## config.mk

```make
export PLATFORM = sky130hd
export DESIGN_NAME = rgen_host_arbiter_flat
export DESIGN_NICKNAME = d
export VERILOG_FILES = /design/src/rtl/rgen_host_arbiter_if.sv /design/src/rtl/rgen_host_arbiter.sv /design/src/flat_wrapper.sv
export SDC_FILE = /design/constraint.sdc
export NUM_CORES = 1
export LEC_CHECK = 0
export CAP_MARGIN = 20
export CORE_ASPECT_RATIO = 1.5
export CORE_MARGIN = 1.5
export CORE_UTILIZATION = 33
export CTS_BUF_LIST = sky130_fd_sc_hd__clkbuf_8 sky130_fd_sc_hd__clkbuf_16
export DETAILED_ROUTE_END_ITERATION = 7
export PLACE_DENSITY_LB_ADDON = 0.12
export SYNTH_ARGS = -nofsm -noshare
export SYNTH_HDL_FRONTEND = slang
export SYNTH_SLANG_ARGS = --single-unit
```

## constraint.sdc

```tcl
create_clock -name clk -period 1.56 [get_ports clk]
set_input_delay 0.156 -clock clk [delete_from_list [all_inputs] [get_ports clk]]
set_output_delay 0.156 -clock clk [all_outputs]
set_load 0.01 [all_outputs]
```

## src/rtl/rgen_host_arbiter_if.sv

```systemverilog
// Host-side request/response bundle and register-block command bus for rgen_host_arbiter.
interface rgen_host_arbiter_if #(
  parameter int N_HOSTS       = 2,
  parameter int DATA_WIDTH    = 32,
  parameter int ADDRESS_WIDTH = 8
);
  logic [N_HOSTS-1:0]               i_host_command_valid;
  logic [N_HOSTS-1:0]               i_host_write;
  logic [N_HOSTS*ADDRESS_WIDTH-1:0] i_host_address;
  logic [N_HOSTS*DATA_WIDTH-1:0]    i_host_write_data;
  logic [N_HOSTS*DATA_WIDTH-1:0]    i_host_write_mask;
  logic [N_HOSTS-1:0]               o_host_response_ready;
  logic [DATA_WIDTH-1:0]            o_host_read_data;
  logic [2:0]                       o_host_status;
  logic                             o_command_valid;
  logic                             o_write;
  logic                             o_read;
  logic [ADDRESS_WIDTH-1:0]         o_address;
  logic [DATA_WIDTH-1:0]            o_write_data;
  logic [DATA_WIDTH-1:0]            o_write_mask;
  logic                             i_response_ready;
  logic [DATA_WIDTH-1:0]            i_read_data;
  logic [2:0]                       i_status;

  modport slave (
    input  i_host_command_valid, i_host_write, i_host_address, i_host_write_data, i_host_write_mask,
    input  i_response_ready, i_read_data, i_status,
    output o_host_response_ready, o_host_read_data, o_host_status,
    output o_command_valid, o_write, o_read, o_address, o_write_data, o_write_mask
  );

  modport master (
    output i_host_command_valid, i_host_write, i_host_address, i_host_write_data, i_host_write_mask,
    output i_response_ready, i_read_data, i_status,
    input  o_host_response_ready, o_host_read_data, o_host_status,
    input  o_command_valid, o_write, o_read, o_address, o_write_data, o_write_mask
  );
endinterface

```

## src/rtl/rgen_host_arbiter.sv

```systemverilog
// Round-robin arbiter serialising N host commands onto one register-block bus,
// with a bounded wait for the block's response.
module rgen_host_arbiter #(
  parameter int         N_HOSTS        = 2,
  parameter int         DATA_WIDTH     = 32,
  parameter int         ADDRESS_WIDTH  = 8,
  parameter int         TIMEOUT_CYCLES = 255,
  parameter logic [2:0] TIMEOUT_STATUS = 3'b010
) (
  input logic               clk,
  input logic               rst,
  rgen_host_arbiter_if.slave bus
);
  localparam int IW = (N_HOSTS > 1) ? $clog2(N_HOSTS) : 1;
  localparam int CW = (TIMEOUT_CYCLES > 2) ? $clog2(TIMEOUT_CYCLES) : 1;
  localparam logic [CW-1:0] TMO_LAST = CW'((TIMEOUT_CYCLES > 0) ? TIMEOUT_CYCLES - 1 : 0);

  typedef enum logic [1:0] {IDLE, BUSY, RESPOND} state_t;

  state_t        state, state_nxt;
  logic [IW-1:0] ptr, grant, pick;
  logic [IW:0]   sum;
  logic          any_req;
  logic [CW-1:0] tmo_cnt;
  logic          timeout_hit, done;

  // First requester at or after the pointer, wrapping around.
  always_comb begin
    pick    = '0;
    any_req = 1'b0;
    sum     = '0;
    for (int i = 0; i < N_HOSTS; i++) begin
      sum = {1'b0, ptr} + (IW+1)'(i);
      if (sum >= (IW+1)'(N_HOSTS)) sum = sum - (IW+1)'(N_HOSTS);
      if (!any_req && bus.i_host_command_valid[sum[IW-1:0]]) begin
        any_req = 1'b1;
        pick    = sum[IW-1:0];
      end
    end
  end

  assign timeout_hit = (TIMEOUT_CYCLES != 0) && (tmo_cnt == TMO_LAST);
  assign done        = bus.i_response_ready || timeout_hit;

  always_comb begin
    state_nxt = state;
    case (state)
      IDLE:    if (any_req) state_nxt = BUSY;
      BUSY:    if (done)    state_nxt = RESPOND;
      RESPOND: state_nxt = IDLE;
      default: state_nxt = IDLE;
    endcase
  end

  always_ff @(posedge clk) begin
    if (rst) begin
      state                     <= IDLE;
      ptr                       <= '0;
      grant                     <= '0;
      tmo_cnt                   <= '0;
      bus.o_command_valid       <= 1'b0;
      bus.o_write               <= 1'b0;
      bus.o_read                <= 1'b0;
      bus.o_address             <= '0;
      bus.o_write_data          <= '0;
      bus.o_write_mask          <= '0;
      bus.o_host_response_ready <= '0;
      bus.o_host_read_data      <= '0;
      bus.o_host_status         <= '0;
    end else begin
      state                     <= state_nxt;
      bus.o_host_response_ready <= '0;
      case (state)
        IDLE: if (any_req) begin
          grant               <= pick;
          tmo_cnt             <= '0;
          bus.o_command_valid <= 1'b1;
          bus.o_write         <= bus.i_host_write[pick];
          bus.o_read          <= ~bus.i_host_write[pick];
          bus.o_address       <= bus.i_host_address[pick*ADDRESS_WIDTH +: ADDRESS_WIDTH];
          bus.o_write_data    <= bus.i_host_write_data[pick*DATA_WIDTH +: DATA_WIDTH];
          bus.o_write_mask    <= bus.i_host_write_mask[pick*DATA_WIDTH +: DATA_WIDTH];
        end
        BUSY: begin
          tmo_cnt <= tmo_cnt + 1'b1;
          // A real response beats a timeout landing on the same cycle.
          if (bus.i_response_ready) begin
            bus.o_host_read_data <= bus.i_read_data;
            bus.o_host_status    <= bus.i_status;
          end else if (timeout_hit) begin
            bus.o_host_read_data <= '0;
            bus.o_host_status    <= TIMEOUT_STATUS;
          end
          if (done) begin
            bus.o_command_valid              <= 1'b0;
            bus.o_write                      <= 1'b0;
            bus.o_read                       <= 1'b0;
            bus.o_address                    <= '0;
            bus.o_write_data                 <= '0;
            bus.o_write_mask                 <= '0;
            bus.o_host_response_ready[grant] <= 1'b1;
          end
        end
        RESPOND: ptr <= (grant == IW'(N_HOSTS-1)) ? '0 : grant + 1'b1;
        default: ;
      endcase
    end
  end

  // Granted host must hold its request unchanged until the response pulse.
  property p_request_held;
    @(posedge clk) disable iff (rst)
      (state == BUSY) |->
        (bus.i_host_command_valid[grant] &&
         bus.i_host_write[grant] == bus.o_write &&
         bus.i_host_address[grant*ADDRESS_WIDTH +: ADDRESS_WIDTH] == bus.o_address &&
         bus.i_host_write_data[grant*DATA_WIDTH +: DATA_WIDTH] == bus.o_write_data &&
         bus.i_host_write_mask[grant*DATA_WIDTH +: DATA_WIDTH] == bus.o_write_mask);
  endproperty
  a_request_held: assert property (p_request_held);
endmodule

```

## src/flat_wrapper.sv

```systemverilog
// flat-port wrapper written by rule: the top's interface ports become plain ports
module rgen_host_arbiter_flat 
#(
  parameter int         N_HOSTS        = 2,
  parameter int         DATA_WIDTH     = 32,
  parameter int         ADDRESS_WIDTH  = 8,
  parameter int         TIMEOUT_CYCLES = 255,
  parameter logic [2:0] TIMEOUT_STATUS = 3'b010
)
  (clk, rst, bus_i_host_command_valid, bus_i_host_write, bus_i_host_address, bus_i_host_write_data, bus_i_host_write_mask, bus_i_response_ready, bus_i_read_data, bus_i_status, bus_o_host_response_ready, bus_o_host_read_data, bus_o_host_status, bus_o_command_valid, bus_o_write, bus_o_read, bus_o_address, bus_o_write_data, bus_o_write_mask);
  rgen_host_arbiter_if #(.N_HOSTS(N_HOSTS), .DATA_WIDTH(DATA_WIDTH), .ADDRESS_WIDTH(ADDRESS_WIDTH)) bus_i ();
  input logic clk;
  input logic rst;
  input wire logic [$bits(bus_i.i_host_command_valid)-1:0] bus_i_host_command_valid;
  input wire logic [$bits(bus_i.i_host_write)-1:0] bus_i_host_write;
  input wire logic [$bits(bus_i.i_host_address)-1:0] bus_i_host_address;
  input wire logic [$bits(bus_i.i_host_write_data)-1:0] bus_i_host_write_data;
  input wire logic [$bits(bus_i.i_host_write_mask)-1:0] bus_i_host_write_mask;
  input wire logic [$bits(bus_i.i_response_ready)-1:0] bus_i_response_ready;
  input wire logic [$bits(bus_i.i_read_data)-1:0] bus_i_read_data;
  input wire logic [$bits(bus_i.i_status)-1:0] bus_i_status;
  output wire logic [$bits(bus_i.o_host_response_ready)-1:0] bus_o_host_response_ready;
  output wire logic [$bits(bus_i.o_host_read_data)-1:0] bus_o_host_read_data;
  output wire logic [$bits(bus_i.o_host_status)-1:0] bus_o_host_status;
  output wire logic [$bits(bus_i.o_command_valid)-1:0] bus_o_command_valid;
  output wire logic [$bits(bus_i.o_write)-1:0] bus_o_write;
  output wire logic [$bits(bus_i.o_read)-1:0] bus_o_read;
  output wire logic [$bits(bus_i.o_address)-1:0] bus_o_address;
  output wire logic [$bits(bus_i.o_write_data)-1:0] bus_o_write_data;
  output wire logic [$bits(bus_i.o_write_mask)-1:0] bus_o_write_mask;
  assign bus_i.i_host_command_valid = bus_i_host_command_valid;
  assign bus_i.i_host_write = bus_i_host_write;
  assign bus_i.i_host_address = bus_i_host_address;
  assign bus_i.i_host_write_data = bus_i_host_write_data;
  assign bus_i.i_host_write_mask = bus_i_host_write_mask;
  assign bus_i.i_response_ready = bus_i_response_ready;
  assign bus_i.i_read_data = bus_i_read_data;
  assign bus_i.i_status = bus_i_status;
  assign bus_o_host_response_ready = bus_i.o_host_response_ready;
  assign bus_o_host_read_data = bus_i.o_host_read_data;
  assign bus_o_host_status = bus_i.o_host_status;
  assign bus_o_command_valid = bus_i.o_command_valid;
  assign bus_o_write = bus_i.o_write;
  assign bus_o_read = bus_i.o_read;
  assign bus_o_address = bus_i.o_address;
  assign bus_o_write_data = bus_i.o_write_data;
  assign bus_o_write_mask = bus_i.o_write_mask;
  rgen_host_arbiter #(.N_HOSTS(N_HOSTS), .DATA_WIDTH(DATA_WIDTH), .ADDRESS_WIDTH(ADDRESS_WIDTH), .TIMEOUT_CYCLES(TIMEOUT_CYCLES), .TIMEOUT_STATUS(TIMEOUT_STATUS)) u_core (.clk(clk), .rst(rst), .bus(bus_i));
endmodule
```

== Yosys cells after proc, flatten, opt, wreduce, memory -nomap -nowiden ==
Cells that the tools add are included.

* Add/subtract/negate cells: 5
* $lt $le $gt $ge: 7
* Eq/ne operators: 5
* Shift-type cells: 3
* Mux-type cells: 39
* Bitwise gates (word level): 3
* Reduce and logical (&&, ||, !) cells: 13

{| class="wikitable"
|+ Operators with widths
! kind !! number
|-
| 2-to-1 mux 32 bit || 5
|-
| case mux 32 bit (2 select lines) || 2
|-
| indexed part select 64 x 7 -> 32 bit || 2
|-
| case mux 8 bit (2 select lines) || 2
|-
| 2-to-1 mux 8 bit || 3
|-
| 2-to-1 mux 1 bit || 18
|-
| indexed part select 16 x 5 -> 8 bit || 1
|-
| adder 8 x 1 -> 8 bit, second input constant || 1
|-
| == test 8 bit, second input constant || 1
|-
| less-than comparator 1 x 2 -> 1 bit, second input constant || 4
|-
| AND reduction 2 bit || 4
|-
| 2-to-1 mux 3 bit || 2
|-
| case mux 1 bit (2 select lines) || 3
|-
| 2-to-1 mux 2 bit || 2
|-
| != test 2 x 1 -> 1 bit, second input constant || 2
|-
| case mux 2 bit (2 select lines) || 1
|-
| nonzero test 2 bit || 2
|-
| NOT 1 bit || 3
|-
| AND reduction 3 bit || 1
|-
| OR reduction 3 bit || 1
|-
| adder 1 x 1 -> 2 bit, second input constant || 1
|-
| == test 2 x 1 -> 1 bit, second input constant || 1
|-
| == test 2 bit, second input constant || 1
|-
| >= comparator 1 x 2 -> 1 bit, second input constant || 1
|-
| 9 further kinds || 11
|}

* Register bits after elaboration: 124
* Input port bits: 186
* Output and inout port bits: 112

== Depth between registers and ports, before layout ==
Gate-level depths: netlist of run 1.

* Depth in word-level cells: 13
* Mapped depth: 9
* Gate-level depth less buffers: 6

== Worst setup path after synthesis of run 1 ==
OpenSTA, ideal clock, no wires.

* Kind: register to register
* Start: register u_core.tmo_cnt[0]
* End: register u_core.bus.o_host_read_data[10]
* Setup time: 0.059 ns
* Arrival time: 1.502 ns
* Required time: 1.501 ns
* Slack: 0.000 ns
* Cell stages (with the launch flop): 8
* Path buffers: 1
* Cells stage by stage: dfxtp_1 > inv_1 > ha_1 > nand3_1 > o21bai_1 > a21oi_1 > buf_2 > a22o_1

* Longest elaborated chain between the ends: 3

{| class="wikitable"
|+ RTL lines
! element !! line !! source
|-
| from (decl) || rgen_host_arbiter.sv:24 || <nowiki>logic [CW-1:0] tmo_cnt;</nowiki>
|-
| from (signal assigned) || rgen_host_arbiter.sv:85 || <nowiki>tmo_cnt <= tmo_cnt + 1'b1;</nowiki>
|-
| == test 8 bit || rgen_host_arbiter.sv:42 || <nowiki>assign timeout_hit = (TIMEOUT_CYCLES != 0) && (tmo_cnt == TMO_LAST);</nowiki>
|-
| nonzero test 2 bit (no source line) || -- ||
|-
| AND reduction 2 bit (no source line) || -- ||
|-
| to (signal assigned) || rgen_host_arbiter.sv:88 || <nowiki>bus.o_host_read_data <= bus.i_read_data;</nowiki>
|-
| to (decl) || rgen_host_arbiter_if.sv:28 || <nowiki>output o_host_response_ready, o_host_read_data, o_host_status,</nowiki>
|}

No other way between the ends.
A chain may end at the register's enable or synchronous reset.

== Final worst setup path of run 1 ==
* Start: register u_core.tmo_cnt[0]
* End: register u_core.bus.o_write_mask[12]

* Longest elaborated chain between the ends: 4

{| class="wikitable"
|+ RTL lines
! element !! line !! source
|-
| == test 8 bit || rgen_host_arbiter.sv:42 ||
|-
| logical OR 1 bit || rgen_host_arbiter.sv:43 || <nowiki>assign done = bus.i_response_ready || timeout_hit;</nowiki>
|-
| != test 2 x 1 -> 1 bit (no source line) || -- ||
|-
| AND reduction 3 bit (no source line) || -- ||
|-
| to (signal assigned) || rgen_host_arbiter.sv:82 || <nowiki>bus.o_write_mask <= bus.i_host_write_mask[pick*DATA_WIDTH +: DATA_WIDTH];</nowiki>
|-
| to (decl) || rgen_host_arbiter_if.sv:29 || <nowiki>output o_command_valid, o_write, o_read, o_address, o_write_data, o_write_mask</nowiki>
|}

No other way between the ends.

==> results.md, run 1 <==
- The run finished with clean final reports.
- The worst register-to-register path ends at u_core.bus.o_write_mask[12].
- Leaving out filler cells and counting taps, the final layout contains 1153.
- The number of violations reported at the end of detailed-routing iteration 0 is 238.
- The worst setup path is launched from a flop.
- Once the floorplan was initialized, standard cells occupied 33.7% of the core.
- The total clock sinks is 124.
- The maximum cell stage delay along the critical path is 0.32 ns.
- The post-synth net total is 839.
- Static timing analysis puts the maximum clock frequency at 647 MHz.
- Clock tree synthesis selected as its root buffer the cell sky130_fd_sc_hd__clkbuf_16.
- The final layout contains routed wiring with a total length of 20.7 mm.
- The total number of H-tree levels is 4.
- The clock insertion delay at the later pin of the skew report is 0.41 ns.
- Counting flops and latches in the post-synthesis netlist gives 124.
- The maximum number of buffers from clock root to sink is 2.
- For this run, design rule violations remaining after detail routing come to 0.
- By count the netlist is led by 124 x sky130_fd_sc_hd__dfxtp_1, 68 x sky130_fd_sc_hd__a21oi_1, 65 x sky130_fd_sc_hd__o21ai_0.
- The wire length per cell after detailed routing is 17.9 microns.
- The top fanout value on the critical path is 6.
- The worst hold path terminates at u_core.bus.o_host_status[1].
- The fraction of layout instances using a drive strength above 1 is 10.5%.
- Entering global routing, the biggest net connects 85 pins.
- The leakage power total is 3.77 nW.
- The first global-routing pass estimated 31.9 mm of wire.
- After global routing the overflow that remains totals 0.
- The tool flagged a number of max-cap violations equal to 0.
- Yosys printed 0 warnings.
- The number of cells on the worst reg-to-reg path is 7.
- The core occupancy in the finished layout is 57.4%.
- The fraction of registers with async set or reset after synthesis is 0%.
- The core outline area is 0.0173 sq mm.
- The design draws 9.83 mW.
- The startpoint identified for the worst hold timing path is rst.
- The category of the most critical setup path is flop to flop.
- Across all register-to-register paths, the minimum setup slack is 0.02 ns.
- Relative to the synthesized area, the layout overhead comes to 70.3%.
- The maximum clock skew at final layout is 0.0107 ns.
- The power density relative to cell area is 986 mW/mm^2.
- The global-route total usage across every layer is 21.2%.
- The startpoint of the worst register-to-register path is u_core.tmo_cnt[0].
- TritonCTS built the clock tree.
- Sequential cells were found to cover 42.4% of the synthesized design area.
- The worst max-slew margin expressed relative to the limit is 69.4%.
- Sorting the synthesized cells by area gives the leading types as sky130_fd_sc_hd__dfxtp_1 42%, sky130_fd_sc_hd__a21boi_0 8.2%, sky130_fd_sc_hd__o211ai_1 8.0%, sky130_fd_sc_hd__and3_1 6.6%, sky130_fd_sc_hd__a21oi_1 5.8%.
- The peak supply drop is 0.000730 V.
- The worst path required time is 1.82 ns.
- Setup violations remaining at the end of the flow were counted as 0.
- The time the worst path needs with I/O delays and setup is 1.54 ns.
- The die covers 0.0185 sq mm.
- The worst min-delay path category is primary input to flop.
- The slew at the pin with the worst max-slew slack is 0.459 ns.
- In this run, post-CTS hold repair placed 0 buffers.
- The hold-critical path depth is 2.
- The first detailed-routing pass ran for 4 iterations.
- Setup repair after global routing could not meet its margin everywhere.
- The biggest area contributor in the post-synthesis netlist is sky130_fd_sc_hd__dfxtp_1.
- The final critical path takes up 99.0% of the cycle.
- The clock slew seen by the registers of the worst setup and hold paths is 0.06 ns.
- The number of global-route vias before repair is 6256.
- The number of synthesized flops with an enable pin is 0.
- The number of vias in the routed layout is 6315.
- Traced cell by cell, the critical path runs through inv_2 -> ha_4 -> nand3_4 -> o21ba_4 -> buf_12 -> o211ai_1 -> a21oi_1.
- Final hold analysis gives a worst-case slack of 0.0502 ns.
- The HPWL after detailed placement is 14.4 mm.
- The number of distinct standard cells referenced by the synthesized netlist is 46.
- The mapped netlist covers 0.00585 sq mm.
- The initial antenna violation count was 1.
- The x dimension of the die is 112 microns.
- Port buffering added 297 buffers.
- The detail route stage leaves a number of antenna-violating nets equal to 0.
- The count of final hold-check violations is 0.
- The max-slew violation count came to 0.
- The signal arrival time at the worst endpoint is 1.81 ns.
- Counting every instance in the synthesized netlist gives 651.
- The top cell type by area accounts for 42.4% of the synthesized area.
- The critical path's slowest cell is sky130_fd_sc_hd__dfxtp_2.
- The floorplan has 59 rows.
- The worst slack at placement is -0.193 ns.
- The final weighted congestion of routability-driven global placement is 0.804.
- Counting the fill cells in the layout gives 1572.
- The critical path endpoint category is a flop.
- Counting the buffers created by CTS gives 17.
- The vertical extent of the die is 166 microns.
- In this run the mean area of a mapped cell was 8.99 sq um.
- The worst path meets setup with 0.0156 ns of slack.
- Dividing the detail-routed via count by the number of cells gives 5.48.
- By instance count, the leading cell after synthesis is sky130_fd_sc_hd__dfxtp_1.
- After detailed placement, the design holds a cell count of 1117.
- The I/O pin total is 298.
- For this run, the leading register cell type out of synthesis is sky130_fd_sc_hd__dfxtp_1.
- The final net count is 1114.
-- layout by cell type, fill, tap and decap left out, types with 3 or more instances in the layout --
master                            count
sky130_fd_sc_hd__a21oi_1             67
sky130_fd_sc_hd__clkbuf_16           20
sky130_fd_sc_hd__clkdlybuf4s50_1    295
sky130_fd_sc_hd__a21boi_0            64
sky130_fd_sc_hd__bufinv_16            3
sky130_fd_sc_hd__nand2_1              5
sky130_fd_sc_hd__xnor2_1              5
sky130_fd_sc_hd__inv_6                3
sky130_fd_sc_hd__dfxtp_1            122
sky130_fd_sc_hd__o211ai_1            62
sky130_fd_sc_hd__and3_1              62
sky130_fd_sc_hd__nor2_1              12
sky130_fd_sc_hd__buf_4               21
sky130_fd_sc_hd__o2111ai_1            6
sky130_fd_sc_hd__a22o_1              34
sky130_fd_sc_hd__clkinv_4             3
sky130_fd_sc_hd__o21ai_0             65
sky130_fd_sc_hd__o31ai_1              9
sky130_fd_sc_hd__mux2i_1             11
sky130_fd_sc_hd__inv_1                4
sky130_fd_sc_hd__o2111ai_2            5
sky130_fd_sc_hd__buf_12              16
-- registers in the layout, indices dropped and copies added (netlist names), 2 cells and up --
signal,cells
u_core.bus.o_write_data,32
u_core.bus.o_address,8
u_core.tmo_cnt,8
u_core.bus.o_host_status,3
u_core.bus.o_host_response_ready,2
u_core.state,2
u_core.bus.o_write_mask,32
u_core.bus.o_host_read_data,32
-- worst max-delay path: cells and delay by family (launching register included) --
family,cells,cell delay (ns)
buffers and inverters,2,0.23
AND/OR/NAND/NOR,1,0.09
flip-flops,1,0.32
adder cells (fa/ha/maj),1,0.14
AO/OA/AOI/OAI,3,0.62
-- worst max path at each step --
stage / from / end / slack [ns]
after floorplan: u_core.tmo_cnt[0] / u_core.bus.o_write_data[27] / 0.04
after global placement: bus_i_host_command_valid[0] / u_core.bus.o_write_data[23] / -0.12
after detailed placement: bus_i_host_command_valid[0] / u_core.bus.o_write_mask[12] / -0.19
after CTS: u_core.tmo_cnt[0] / u_core.bus.o_write_mask[12] / -0.01
after global routing: u_core.tmo_cnt[0] / u_core.bus.o_write_mask[12] / -0.05
final: u_core.tmo_cnt[0] / u_core.bus.o_write_mask[12] / 0.02
-- per-layer routing --
metal	part of all wire, %	track usage (%)	routed length [microns]	up-vias
li1	-	-	-	3009
met1	38	23.1	7950	2989
met2	51	37.4	10500	258
met3	6.7	5.80	1380	59
met4	4.1	10.3	856	0
met5	0	0	0	-
-- report_power, final --
group / switching, mW / internal (mW) / total, mW
clock: 1.49 / 2.61 / 4.10
combinational: 0.966 / 1.24 / 2.21
sequential: 0.129 / 3.39 / 3.52
total: 2.58 / 7.24 / 9.83
-- logic make-up after synthesis --
family / count (synthesis) / share of synthesized area [%]
mux: 11 / 1.88
compound gates: 321 / 37.1
simple gates: 102 / 10.4
buf+inv: 85 / 6.82
xor+xnor: 6 / 0.898
flops: 124 / 42.4
fa+ha+maj: 2 / 0.428
-- repair_timing --
action | 4_1_cts | 5_1_grt
buffers inserted | 0 | 0
resized for setup | 1 | 12
setup endpoints to repair | 11 | 52
gates cloned | 0 | 3
pin swaps | 0 | 5
-- metrics by stage --
step           cell area (sq um)   TNS, ns
6_report                    9960         0
4_1_cts                     9830  -0.00963
3_3_place_gp                9210     -5.90
3_5_place_dp                9210     -8.43
5_1_grt                     9960    -0.556
2_1_floorplan               5850         0
-- area by class of cell --
type | instances | area [sq um] | share of cell area [%]
Timing Repair Buffer | 337 | 3520 | 35.3
Multi-Input combinational cell | 442 | 3060 | 30.7
Sequential cell | 124 | 2480 | 24.9
Clock buffer | 19 | 453 | 4.55
Tap cell | 213 | 267 | 2.68
Clock inverter | 13 | 164 | 1.65
Inverter | 4 | 15.0 | 0.151
Antenna cell | 1 | 2.50 | 0.0251
No activity file was read; power rests on OpenSTA's default activity.
==> run 2: changes to the inputs <==
--- a/config.mk
+++ b/config.mk
@@ -6,7 +6,6 @@
 export NUM_CORES = 1
 export LEC_CHECK = 0
 export CAP_MARGIN = 20
-export CORE_ASPECT_RATIO = 1.5
 export CORE_MARGIN = 1.5
 export CORE_UTILIZATION = 33
 export CTS_BUF_LIST = sky130_fd_sc_hd__clkbuf_8 sky130_fd_sc_hd__clkbuf_16
==> constraint.sdc (replaced) <==
create_clock -name clk -period 1.25 [get_ports clk]
set_input_delay 0.125 -clock clk [delete_from_list [all_inputs] [get_ports clk]]
set_output_delay 0.125 -clock clk [all_outputs]
set_load 0.01 [all_outputs]
==> run 2 against run 1 <==
Critical path depth rose by 1. The run now ends with negative setup slack left. Maximum frequency shrank 1.9%. Final area rose by 2.5%. Largest power group unchanged. Register-to-register slack worse by 0.34 ns. Flip-flop and latch count did not move. Die area barely moved. Non-clock buffer count increased by 22. Count of clock-buffer cells in the layout down 2. Worst hold slack improved by 0.047 ns. Clock power rose by 22%. Largest cell class unchanged. Critical path type unchanged.
==> results.md, run 2 (same netlist as run 1, synthesis figures left out) <==
- The slew at the pin with the worst max-slew slack is 0.538 ns (+0.0790 ns).
- The summed negative setup slack over all endpoints is -28.67 ns (-28.67 ns).
- The minimum hold slack was 0.0973 ns (+0.0471 ns).
- The detail-routed via count per cell came to 5.26 (-4.0%).
- The portion of the clock cycle consumed by the worst path in the final layout is 126% (+27 points).
- The switching component of the power is 3.39 mW (+31%).
- The number of violations reported at the end of detailed-routing iteration 0 came to 264 (+11%).
- The number of routed nets with antenna violations is 0 (unchanged).
- The core occupancy in the finished layout came to 59.0% (+1.6 points).
- STA classifies the critical path endpoint as a flop.
- The vertical extent of the die was 136 microns (-18%).
- The final reports fail on negative setup slack.
- The largest registers in the layout are u_core.bus.o_host_read_data x32, u_core.bus.o_write_data x32, u_core.bus.o_write_mask x32.
- The total number of H-tree levels was 4 (unchanged).
- The least setup slack across all paths after layout is -0.324 ns (-0.340 ns).
- The final weighted congestion of routability-driven global placement is 0.817 (+1.6%).
- The count of final hold-check violations is 0 (unchanged).
- The fraction of power consumed by the clock network is 41.4% (-0.3 points).
- The number of max-cap violations is 0 (unchanged).
- The synthesis-to-layout area growth is 74.5%.
- The run finished, with violations left.
- The setup-violating endpoint count in the final report was 118 (+118).
- The leakage power total is 4.37 nW (+16%).
- The number of buffer cells added on primary ports is 297 (unchanged).
- The half-perimeter wire length of the detailed placement result is 14.2 mm (-1.1%).
- The fraction of layout instances using a drive strength above 1 came to 14.9% (+4.3 points).
- The x dimension of the die came to 136 microns (+22%).
- The core outline area came to 0.0173 sq mm (-0.30%).
- The initial core utilization is 33.8% (+0.10 points).
- The clock insertion delay at the later pin of the skew report was 0.41 ns (about the same).
- The largest net degree at the start of global routing is 84 (-1.2%).
- The first-pass GRT wire length is 31.4 mm (-1.7%).
- The total wirelength of the detailed-routed design is 20.4 mm (-1.6%).
- The initial antenna violation count is 1 (unchanged).
- The leading cell type in the layout, fill and taps excluded is sky130_fd_sc_hd__clkdlybuf4s50_1.
- The total clock sinks is 124 (unchanged).
- The peak supply drop is 0.000936 V (+28%).
- The number of antenna diodes is 0 (-1).
- The max-slew violation count came to 0 (unchanged).
- The worst max-slew margin expressed relative to the limit came to 64.1% (-5.3 points).
- The wire length per cell after detailed routing came to 17.2 microns (-4.3%).
- The maximum frequency from static timing analysis is 635 MHz (-1.9%).
- The global-route total usage across every layer came to 21.5% (+0.36 points).
- The iteration count of the initial detailed-routing pass is 4 (unchanged).
- The proportion of power drawn by combinational gates is 22.2% (-0.2 points).
- The maximum number of buffers from clock root to sink is 2 (unchanged).
- The clock slew seen by the registers of the worst setup and hold paths is 0.06 ns (about the same).
- The top cell types in the final layout, fill and taps aside, are 183 x sky130_fd_sc_hd__clkdlybuf4s50_1, 120 x sky130_fd_sc_hd__dfxtp_1, 110 x sky130_fd_sc_hd__dlygate4sd2_1.
- Setup repair after global routing could not meet its margin everywhere.
- The critical path launch point type is a flop.
- The signal arrival time at the worst endpoint is 1.85 ns (+0.04 ns).
- The root buffer cell chosen for the clock tree is sky130_fd_sc_hd__clkbuf_16.
- The maximum clock skew at final layout is 0.00930 ns (-0.00142 ns).
- The internal portion of total power is 8.69 mW (+20%).
- The total congestion overflow after global routing came to 0 (unchanged).
- The number of global-route vias before repair is 6165 (-1.5%).
- The top fanout value on the critical path is 30 (+24).
- The summed area of non-filler cells in the final layout is 0.0102 sq mm (+2.5%).
- The power density relative to cell area came to 1180 mW/mm^2 (+20%).
- The time the worst path needs with I/O delays and setup is 1.57 ns (+0.0299 ns).
- The final net count is 1136 (+2.0%).
- The I/O pin total is 298 (unchanged).
- The number of remaining DRC errors is 0 (unchanged).
- The sum of internal, switching and leakage power is 12.1 mW (+23%).
- The cell row count is 48 (-19%).
- The worst path required time is 1.53 ns (-0.29 ns).
- TritonCTS built the clock tree.
- The fraction of power spent switching nets is 28.1% (+1.8 points).
- The number of vias in the routed layout was 6237 (-1.2%).
- The setup path with the least slack is of type flop to flop.
- The clock buffer count from CTS came to 17 (unchanged).
- The full die area is 0.0185 sq mm (about the same).
- The portion of total power attributed to sequential cells is 36.4% (+0.5 points).
- The worst min-delay path category is primary input to flop.
- The cell area after placement is 0.00941 sq mm (+2.2%).
[run 2: cell types whose count changed in the layout (fill, tap and decap cells not counted), sizes merged, moves of 3 or more]
cell           delta
buf              +23
clkbuf            -5
clkdlybuf4s50   -112
clkinv            -3
dlygate4sd2     +110
inv               +5
[run 2: routing by layer]
layer	share of wire, %	track usage [%]	vias to the layer above
met5	0	0	-
met1	41	25.0	2932
met3	8.5	7.49	28
met2	49	37.1	224
li1	-	-	3053
met4	1.8	6.86	0
[run 2: what timing repair did]
action | CTS | global route
gates resized for setup | 135 | 21
hold buffers | 0 | 0
setup endpoints to repair | 234 | 124
cloned | 2 | 0
pin swaps | 7 | 7
setup buffers | 5 | 3
[run 2: worst paths after layout]
kind | from | end | slack, ns | cells after the start
setup reg to reg | u_core.tmo_cnt[0] | u_core.bus.o_write_mask[13] | -0.32 | 8
setup / recovery | u_core.tmo_cnt[0] | u_core.bus.o_write_mask[13] | -0.32 | 8
hold reg to reg | u_core.bus.o_read | u_core.bus.o_read | 0.46 | 2
hold / removal | rst | u_core.state[0] | 0.1 | 2
[run 2: critical path, stage by stage, from the launching register on]
cell	delay (ns)
sky130_fd_sc_hd__dfxtp_2	0.32
sky130_fd_sc_hd__inv_2	0.07
sky130_fd_sc_hd__ha_4	0.14
sky130_fd_sc_hd__nand3_4	0.06
sky130_fd_sc_hd__buf_6	0.12
sky130_fd_sc_hd__o21ba_4	0.25
sky130_fd_sc_hd__buf_12	0.18
sky130_fd_sc_hd__o211ai_1	0.19
sky130_fd_sc_hd__a21oi_1	0.10
[run 2: power groups by stage]
stage / clock network [mW] / logic (mW) / registers [mW]
2_1_floorplan: 0 / 1.04 / 4.59
3_3_place_gp: 0 / 2.68 / 4.47
3_5_place_dp: 0 / 2.71 / 4.48
4_1_cts: 5.12 / 2.64 / 4.39
5_1_grt: 5.28 / 2.90 / 4.43
6_report: 5.00 / 2.68 / 4.39
[run 2: area by class of cell]
| type | count | area [sq um] |
|---|---|---|
| fillers | 1472 | 7090 |
| inverters | 4 | 15.0 |
| flip-flops and latches | 124 | 2490 |
| clock inverters | 15 | 175 |
| well taps | 225 | 282 |
| multi-input cells | 442 | 3210 |
| repair buffers | 359 | 3600 |
| clock buffers | 17 | 425 |
[run 2: per-stage QoR]
step | worst slack, ns | std cells
after CTS | -0.299 | 1183
final | -0.324 | 1186
after detailed placement | -0.602 | 1144
after global placement | -0.532 | 1144
after floorplan | -0.239 | 651
after global routing | -0.378 | 1186
